### config.mk
export PLATFORM = sky130hd
export DESIGN_NAME = fix_tx_arbiter
export DESIGN_NICKNAME = d
export VERILOG_FILES = /design/src/rtl/fix_tx_arbiter.sv
export SDC_FILE = /design/constraint.sdc
export NUM_CORES = 1
export LEC_CHECK = 0
export ABC_AREA = 0
export CAP_MARGIN = 20
export CORE_MARGIN = 2
export CORE_UTILIZATION = 26
export DETAILED_ROUTE_END_ITERATION = 8
export PLACE_DENSITY = 0.54
export SETUP_SLACK_MARGIN = 0.3
export SLEW_MARGIN = 25
export SYNTH_ARGS = -nofsm -noshare
export SYNTH_HDL_FRONTEND = slang
export SYNTH_SLANG_ARGS = --single-unit
### constraint.sdc
create_clock -name clk -period 2.63 [get_ports clk]
set_input_delay 0.3945 -clock clk [delete_from_list [all_inputs] [get_ports clk]]
set_output_delay 0.3945 -clock clk [all_outputs]
set_load 0.005 [all_outputs]
### src/rtl/fix_tx_arbiter.sv
// fix_tx_arbiter: shares the TOE transmit FIFO between the FIX initiator and
// acceptor engines, one whole message at a time, round-robin.
// Optional stall watchdog: define FIX_ARB_TIMEOUT_EN.
module fix_tx_arbiter #(
  parameter int MAX_MSG_LEN    = 500,
  parameter int TIMEOUT_CYCLES = 255
) (
  input  logic       clk,
  input  logic       rst,
  input  logic       fifo_write_i_i,
  input  logic [7:0] message_i_i,
  input  logic       end_i_i,
  input  logic [1:0] id_i_i,
  output logic       ready_i_o,
  input  logic       fifo_write_a_i,
  input  logic [7:0] message_a_i,
  input  logic       end_a_i,
  input  logic [1:0] id_a_i,
  output logic       ready_a_o,
  input  logic       tx_full_i,
  output logic       tx_write_o,
  output logic [7:0] tx_data_o,
  output logic       tx_end_o,
  output logic [1:0] tx_id_o,
  output logic       len_err_o,
  output logic       tx_abort_o
);
  localparam int CW = $clog2(MAX_MSG_LEN + 1);

  typedef enum logic [2:0] {IDLE, GRANT_I, GRANT_A, DRAIN_I, DRAIN_A} state_t;

  state_t        state;
  logic          last_a;   // round-robin memory: 1 = acceptor owned the last message
  logic [CW-1:0] byte_cnt;

  logic       sel_a, granted, accept, at_max, timeout;
  logic       cur_write, cur_end;
  logic [7:0] cur_data;

  // Steer the owning requester's stream into one datapath
  assign sel_a     = (state == GRANT_A) || (state == DRAIN_A);
  assign granted   = (state == GRANT_I) || (state == GRANT_A);
  assign cur_write = sel_a ? fifo_write_a_i : fifo_write_i_i;
  assign cur_data  = sel_a ? message_a_i    : message_i_i;
  assign cur_end   = sel_a ? end_a_i        : end_i_i;

  // Granted side follows FIFO backpressure; draining side is always drained
  assign ready_i_o = ((state == GRANT_I) && !tx_full_i) || (state == DRAIN_I);
  assign ready_a_o = ((state == GRANT_A) && !tx_full_i) || (state == DRAIN_A);
  assign accept    = cur_write && (sel_a ? ready_a_o : ready_i_o);
  assign at_max    = (byte_cnt == CW'(MAX_MSG_LEN - 1));

`ifdef FIX_ARB_TIMEOUT_EN
  localparam int TW = $clog2(TIMEOUT_CYCLES + 1);
  logic [TW-1:0] idle_cnt;
  logic          idle_tick;

  // Full-FIFO cycles neither count nor clear: only requester silence is a stall
  assign idle_tick = granted && !tx_full_i && !cur_write;
  assign timeout   = idle_tick && (idle_cnt == TW'(TIMEOUT_CYCLES - 1));

  // Consecutive-stall counter, restarted by every accepted byte or a new grant
  always_ff @(posedge clk) begin
    if (rst || !granted || accept) idle_cnt <= '0;
    else if (idle_tick)            idle_cnt <= idle_cnt + TW'(1);
  end
`else
  assign timeout = 1'b0;
`endif

  // Arbitration FSM with registered TOE-side outputs
  always_ff @(posedge clk) begin
    if (rst) begin
      state      <= IDLE;
      last_a     <= 1'b1;
      byte_cnt   <= '0;
      tx_write_o <= 1'b0;
      tx_data_o  <= 8'h00;
      tx_end_o   <= 1'b0;
      tx_id_o    <= 2'b00;
      len_err_o  <= 1'b0;
      tx_abort_o <= 1'b0;
    end else begin
      tx_write_o <= 1'b0;
      tx_end_o   <= 1'b0;
      len_err_o  <= 1'b0;
      tx_abort_o <= 1'b0;
      case (state)
        IDLE: begin
          if (fifo_write_i_i && (!fifo_write_a_i || last_a)) begin
            state    <= GRANT_I;
            tx_id_o  <= id_i_i;
            byte_cnt <= '0;
          end else if (fifo_write_a_i) begin
            state    <= GRANT_A;
            tx_id_o  <= id_a_i;
            byte_cnt <= '0;
          end
        end
        GRANT_I, GRANT_A: begin
          if (accept) begin
            tx_write_o <= 1'b1;
            tx_data_o  <= cur_data;
            byte_cnt   <= byte_cnt + CW'(1);
            if (cur_end) begin
              tx_end_o <= 1'b1;
              last_a   <= sel_a;
              state    <= IDLE;
            end else if (at_max) begin
              // Truncate: close the message downstream, swallow the rest upstream
              tx_end_o  <= 1'b1;
              len_err_o <= 1'b1;
              last_a    <= sel_a;
              state     <= sel_a ? DRAIN_A : DRAIN_I;
            end
          end else if (timeout) begin
            tx_abort_o <= 1'b1;
            last_a     <= sel_a;
            state      <= sel_a ? DRAIN_A : DRAIN_I;
          end
        end
        DRAIN_I, DRAIN_A: begin
          if (accept && cur_end) state <= IDLE;
        end
        default: state <= IDLE;
      endcase
    end
  end
endmodule
== Yosys cells after proc, flatten, opt, wreduce, memory -nomap -nowiden ==
Index checks and enable logic that the tools add are counted.
Storage, ports and cells
  bits in registers: 26
  bits of input ports: 27
  output and inout bits: 16
  word-level logic and storage cells: 68
Operators by class
  add/subtract/negate cells: 1
  equality and inequality tests: 9
  multiplexer cells: 23
  bitwise gates (word level): 2
  reductions and logical operators: 25
Operator list (count)
  $mux W9: 3
  $mux W3: 7
  $pmux W9 S2: 1
  $add A9 B1 Y9 const B: 1
  $eq A9 B9 Y1 const B: 1
  $pmux W3 S3: 1
  $mux W1: 8
  $mux W8: 1
  $eq A3 B2 Y1 const B: 2
  $ne A3 B3 Y1 const B: 2
  $reduce_and A3 Y1: 2
  $reduce_bool A2 Y1: 3
  $reduce_or A2 Y1: 3
  $logic_and A1 B1 Y1: 5
  $logic_or A1 B1 Y1: 4
  $mux W2: 2
  $ne A2 B2 Y1 const B: 2
  $reduce_and A2 Y1: 2
  $reduce_and A4 Y1: 1
  $reduce_or A4 Y1: 1
  $eq A3 B1 Y1 const B: 1
  $eq A3 B3 Y1 const B: 1
  $logic_not A3 Y1: 1
  $reduce_or A3 Y1: 1
  2 further kinds: 4

== Longest topological paths before layout ==
  depth in word-level cells: 8
  gate-level depth with buffers: 7
  depth with buffers taken out: 6

== Worst setup path after synthesis ==
No wires, ideal clock.
  kind: reg2reg
  start point: reg state[0]
  end point: reg byte_cnt[7]
  library setup time: 70 ps
  data arrival time: 1750 ps
  required time: 2560 ps
  setup slack: 810 ps
  stages on the path, launching flop included: 6
  path buffers: 1
  clock period less this slack: 1820 ps
  cell sequence: dfxtp_1 > clkbuf_2 > or3_1 > a211o_1 > or4_1 > a21oi_1
Between the ends
  longest elaborated chain between the ends: 7
  elaborated cells between the ends (all ways): 19
  those cells by class: eq/ne: 6; mux: 3; reduce/logical: 10
Ends and longest elaborated chain
  start: declaration: RTL line 32  | state_t state;
  start signal: assignment: RTL line 114  | state <= sel_a ? DRAIN_A : DRAIN_I;
  start signal: assignment: RTL line 119  | state <= sel_a ? DRAIN_A : DRAIN_I;
  $eq A3 B1 Y1 or $eq A3 B2 Y1 (tied branches)
  $logic_and A1 B1 Y1 (on tied branches): RTL line 48, 49
  $logic_or A1 B1 Y1 (on tied branches): RTL line 48, 49
  $mux W1: RTL line 50  | assign accept = cur_write && (sel_a ? ready_a_o : ready_i_o);
  $logic_and A1 B1 Y1: RTL line 50
  $ne A2 B2 Y1 (no line)
  $reduce_and A3 Y1 (no line)
  end signal: assignment: RTL line 104  | byte_cnt <= byte_cnt + CW'(1);
  end: declaration: RTL line 34  | logic [CW-1:0] byte_cnt;
Parallel ways exist; a longest one is shown, timed or not.
A chain may end at the register's enable or synchronous reset.

== Worst setup path in the final report ==
  start point: in fifo_write_a_i
  end point: reg byte_cnt[7]
Between the ends
  longest elaborated chain between the ends: 5
  elaborated cells between the ends (all ways): 10
  those cells by class: eq/ne: 2; mux: 3; reduce/logical: 5
Ends and longest elaborated chain
  start: declaration: RTL line 15  | input logic fifo_write_a_i,
  $logic_not A1 Y1: RTL line 90  | if (fifo_write_i_i && (!fifo_write_a_i || last_a)) begin
  $logic_or A1 B1 Y1: RTL line 90
  $logic_and A1 B1 Y1: RTL line 90
  $ne A3 B3 Y1 (no line) or $mux W9 (tied branches)
  $reduce_and A3 Y1 (no line) or $pmux W9 S2 (tied branches)
Parallel ways exist; a longest one is shown, timed or not.

==> results.txt <==
* Number of nets in the synthesized netlist: 201
- On the final layout, the worst hold slack is 0.485 ns.
- The smallest clock period supported by the final layout is computed as 2.19 ns.
- The synthesized netlist contains 43 unique library cells.
- Die boundary height: 78.1 um
- In this run the cell area of the synthesized design comes to 1430 um^2.
* Number of antenna-violating nets in the routed design: 0
- By area, the combinational part of the netlist is dominated by compound AO/OA/AOI/OAI gates.
- Wire length of the first global-routing pass: 5.88 mm
- Critical path depth: 6
* Remaining Overflow, GRT: 0
- The startpoint identified for the worst register-to-register timing path is state[0]$_SDFFE_PP0P_.
- Count of yosys warnings during synthesis: 0
- Cell family contributing the most delay on the critical path: simple AND/OR/NAND/NOR gates
- Launch point of the critical path: fifo_write_a_i
- Met2 Track Usage GR: 0.197
* Overall routed net length: 3.38 mm
- The run finished with clean final reports.
* Clock insertion delay at the later pin of the skew report: 0.27 ns
- TritonCTS built the clock tree.
- 43 I/O pins were placed.
* Internal Dissipation: 0.000804 W
* Hold violation total from the final report: 0
- Type of the tightest min-delay check: flop to flop
* Synth top area share: 0.365
* Ranking of synthesized cells by instance count: sky130_fd_sc_hd__dfxtp_1, sky130_fd_sc_hd__nor2_1, sky130_fd_sc_hd__mux2i_1
- XOR/XNOR Fraction of Synth Area: 0.0246
* Root Buffer: sky130_fd_sc_hd__clkbuf_8
* Via count of the routed design: 1,346
- First-pass detailed-route iteration total: 4
- Of the synthesized area, sequential elements account for 0.365.
- Worst setup margin: 0.444 ns
- The most critical setup path has its endpoint at byte_cnt[7]$_SDFFE_PP0P_.
* Mean number of vias per cell: 4.82
* Number of buffers inserted during clock tree synthesis: 3
- Syn_area_per_cell: 8.24 um^2
* Placed insts: 275
- The worst register-to-register path ends at byte_cnt[7]$_SDFFE_PP0P_.
- Number of fill cells in the layout: 570
* Gate Count Post-Synth: 173
- Dividing the detail-routed wire length by the instance count gives 12.1 um.
* Number of port buffers: 41
- Of the total power, the clock network draws 0.296.
- Relative to the synthesized area, the layout overhead comes to 39.4%.
* Area of all placed cells without fillers: 1990 um^2
- sky130_fd_sc_hd__dfxtp_1 is the most common cell in the netlist.
* Peak VDD IR: 0.278 mV
- Multiplexer fraction of the synthesized cell area: 0.105
- Largest fanout on the critical path: 6
* Sw Share: 0.283
- Summed over all failing endpoints, the final setup total negative slack is 0 ns.
- CTS built an H-tree with a depth of 1.
* Total power per unit cell area: 564 nW/um^2
* Crit Path Category: input port to flop
* Largest stage delay on the critical path: 0.56 ns
- Clock slew at the register clock pins of the worst setup and hold paths: 0.09 ns
* Top achievable clock speed: 0.457 GHz
- # setup viols final: 0
- Of the total synthesized cell area, the portion taken by full adders, half adders and majority gates is 0.00877.
- Most utilized layer in the global route result: met2
- For met1 alone, demand over resource in global routing was 0.151.
- Synthesis inferred 26 register bits.
- Number of global-route vias before repair: 1,303
* RSZ-0062 raised after global routing: false
* Reg-to-reg slack, setup: 0.62 ns
* Critical Path Source Type: input port
- The number of buffers and inverters on the critical path is 2.
- Headroom to the max-slew limit came out at 0.561.
- Post-DP HPWL: 2.49 mm
* Finished Layout Cells: 279
* Pre-CTS WS: 0.173 ns
- The clock passes through at most 2 buffers.
- Initial standard-cell utilization of the core: 0.274
- In the final layout, the share of cells above drive strength 1 is 0.0478.
- The number of hold buffers added after CTS was 0.
- Number of enable-type register cells in the synthesized netlist: 0
- Part of the total power dissipated in sequential elements: 0.400
* Arrival time at the worst endpoint: 2.39 ns
- Leakage power of the design: 0.708 nW
* Comb power frac: 0.304
- Routability congestion estimate: 0.815
- Area after DPL: 1910 um^2
* Power dissipated by switching net loads: 0.000318 W
- Post-synthesis share of cell area spent on and, or, nand and nor gates: 0.211
- Final cycle utilization of the critical path: 0.831
- Die Footprint: 6090 um^2
- Max-cap violations in this run came to 0.
- The tree built by TritonCTS fans out to 26 sinks.
- The initial antenna violation count is 0.
- Compound-Gate Fraction of Synth Area: 0.225
- R2R cell count: 4
* Critical path required time: 2.84 ns
* Slew of the pin with the lowest slew margin: 0.651 ns
- Crit path cell chain: clkdlybuf4s50_1, inv_1, or3_1, a211o_1, or4_1, a21oi_1
* Post-synthesis async set-or-reset flop share: 0
- Dominant cells by area after synthesis: sky130_fd_sc_hd__dfxtp_1, sky130_fd_sc_hd__mux2i_1, sky130_fd_sc_hd__a211oi_1
- The floorplan step defined a core boundary enclosing 5200 um^2.
* Post-route DRC violation count: 0
* Maximum number of pins on one net before global-route repair: 22
- Critical Path End Type: flop
* Max-slew violation count: 0
* Met3 Track Usage GR: 0.0368
- Across every metal layer, demand over resource in global routing totals 0.116.
- Critical-path cell with the highest stage delay: sky130_fd_sc_hd__clkdlybuf4s50_1
- The biggest area contributor in the post-synthesis netlist is sky130_fd_sc_hd__dfxtp_1.
- Antenna diode count: 0
- The floorplan has 26 rows.
- Area of the multi-input gates: 823 um^2
* Violation count after the first detailed-route iteration: 54
* X dimension of the die: 78.1 um
- Setup skew after layout: 0.00719 ns
- Summing all flip-flop and latch instances after layout gives 520 um^2.
- Final Net Count: 238
* Ys flop type: sky130_fd_sc_hd__dfxtp_1
[cells in the final DEF, fill, tap and decap left out, types with 2 or more instances in the layout]
cell type,synthesis,layout
sky130_fd_sc_hd__clkdlybuf4s50_1,0,40
sky130_fd_sc_hd__dfxtp_1,26,26
sky130_fd_sc_hd__nor2_1,21,21
sky130_fd_sc_hd__mux2i_1,15,15
sky130_fd_sc_hd__a211oi_1,14,14
sky130_fd_sc_hd__a21oi_1,9,9
sky130_fd_sc_hd__nand2_1,8,8
sky130_fd_sc_hd__nand3_1,7,7
sky130_fd_sc_hd__o21ai_0,6,6
sky130_fd_sc_hd__inv_1,5,5
sky130_fd_sc_hd__nand2b_1,4,4
sky130_fd_sc_hd__nor3_1,4,4
sky130_fd_sc_hd__buf_4,1,4
sky130_fd_sc_hd__nor2b_1,3,3
sky130_fd_sc_hd__xnor2_1,3,3
sky130_fd_sc_hd__a311oi_1,3,3
sky130_fd_sc_hd__or4_1,3,3
sky130_fd_sc_hd__clkbuf_8,0,3
sky130_fd_sc_hd__a21o_1,2,2
sky130_fd_sc_hd__and3_1,2,2
sky130_fd_sc_hd__or3_1,2,2
sky130_fd_sc_hd__a211o_1,2,2
sky130_fd_sc_hd__o311ai_0,2,2
[cell families after synthesis]
group / Yosys count
and+or+nand+nor: 60
AOI/OAI and AO/OA: 46
DFF: 26
buffers and inverters: 20
muxes: 15
xor gates and xnor gates: 4
adders and majority gates: 1
other: 1
[flip-flops by register name (all words and copies together), names as in the netlist]
register,flops
state,3
len_err_o,1
tx_id_o,2
tx_write_o,1
tx_data_o,8
last_a,1
tx_end_o,1
byte_cnt,9
[routing by layer]
layer  up-vias  routed length (um)
li1        699                   -
met1       615                1580
met2        30                1600
met3         2                 180
met4         0                  14
met5         -                   0
[worst reg2reg max path: stages, from the launching register on]
cell	delay [ns]
sky130_fd_sc_hd__dfxtp_1	0.48
sky130_fd_sc_hd__or3_1	0.46
sky130_fd_sc_hd__a211o_1	0.36
sky130_fd_sc_hd__or4_1	0.51
sky130_fd_sc_hd__a21oi_1	0.14
[metrics by stage]
| stage | utilization | power (W) |
|---|---|---|
| 2_1_floorplan | - | 0.000657 |
| 3_3_place_gp | 0.368 | 0.000803 |
| 3_5_place_dp | 0.368 | 0.000803 |
| 4_1_cts | 0.381 | 0.00114 |
| 5_1_grt | 0.382 | 0.00118 |
| 6_report | 0.382 | 0.00112 |
[layout make-up]
type | count | area share
clock inverters | 1 | 0.0151
flip-flops and latches | 26 | 0.262
well taps | 70 | 0.0441
repair buffers | 46 | 0.233
multi-input cells | 127 | 0.414
inverters | 6 | 0.0113
clock buffers | 3 | 0.0208
[what timing repair did]
action	4_1_cts	5_1_grt
setup buffers	0	0
setup endpoints to repair	0	1
resized for setup	0	1
[worst min path at each step]
stage	from	end	cells after the start
3_5_place_dp	byte_cnt[8]$_SDFFE_PP0P_	byte_cnt[8]$_SDFFE_PP0P_	1
4_1_cts	byte_cnt[8]$_SDFFE_PP0P_	byte_cnt[8]$_SDFFE_PP0P_	1
2_1_floorplan	byte_cnt[8]$_SDFFE_PP0P_	byte_cnt[8]$_SDFFE_PP0P_	1
3_3_place_gp	byte_cnt[8]$_SDFFE_PP0P_	byte_cnt[8]$_SDFFE_PP0P_	1
6_report	byte_cnt[8]$_SDFFE_PP0P_	byte_cnt[8]$_SDFFE_PP0P_	1
5_1_grt	byte_cnt[8]$_SDFFE_PP0P_	byte_cnt[8]$_SDFFE_PP0P_	1
[power by group through the flow]
| stage | clock, W | sequential, W | combinational, W |
|---|---|---|---|
| 2_1_floorplan | 0 | 0.000448 | 0.000209 |
| 3_3_place_gp | 0 | 0.000457 | 0.000346 |
| 3_5_place_dp | 0 | 0.000458 | 0.000345 |
| 4_1_cts | 0.000344 | 0.000449 | 0.000347 |
| 5_1_grt | 0.000350 | 0.000455 | 0.000379 |
| 6_report | 0.000331 | 0.000449 | 0.000341 |
Power figures use the tool's default switching activity.
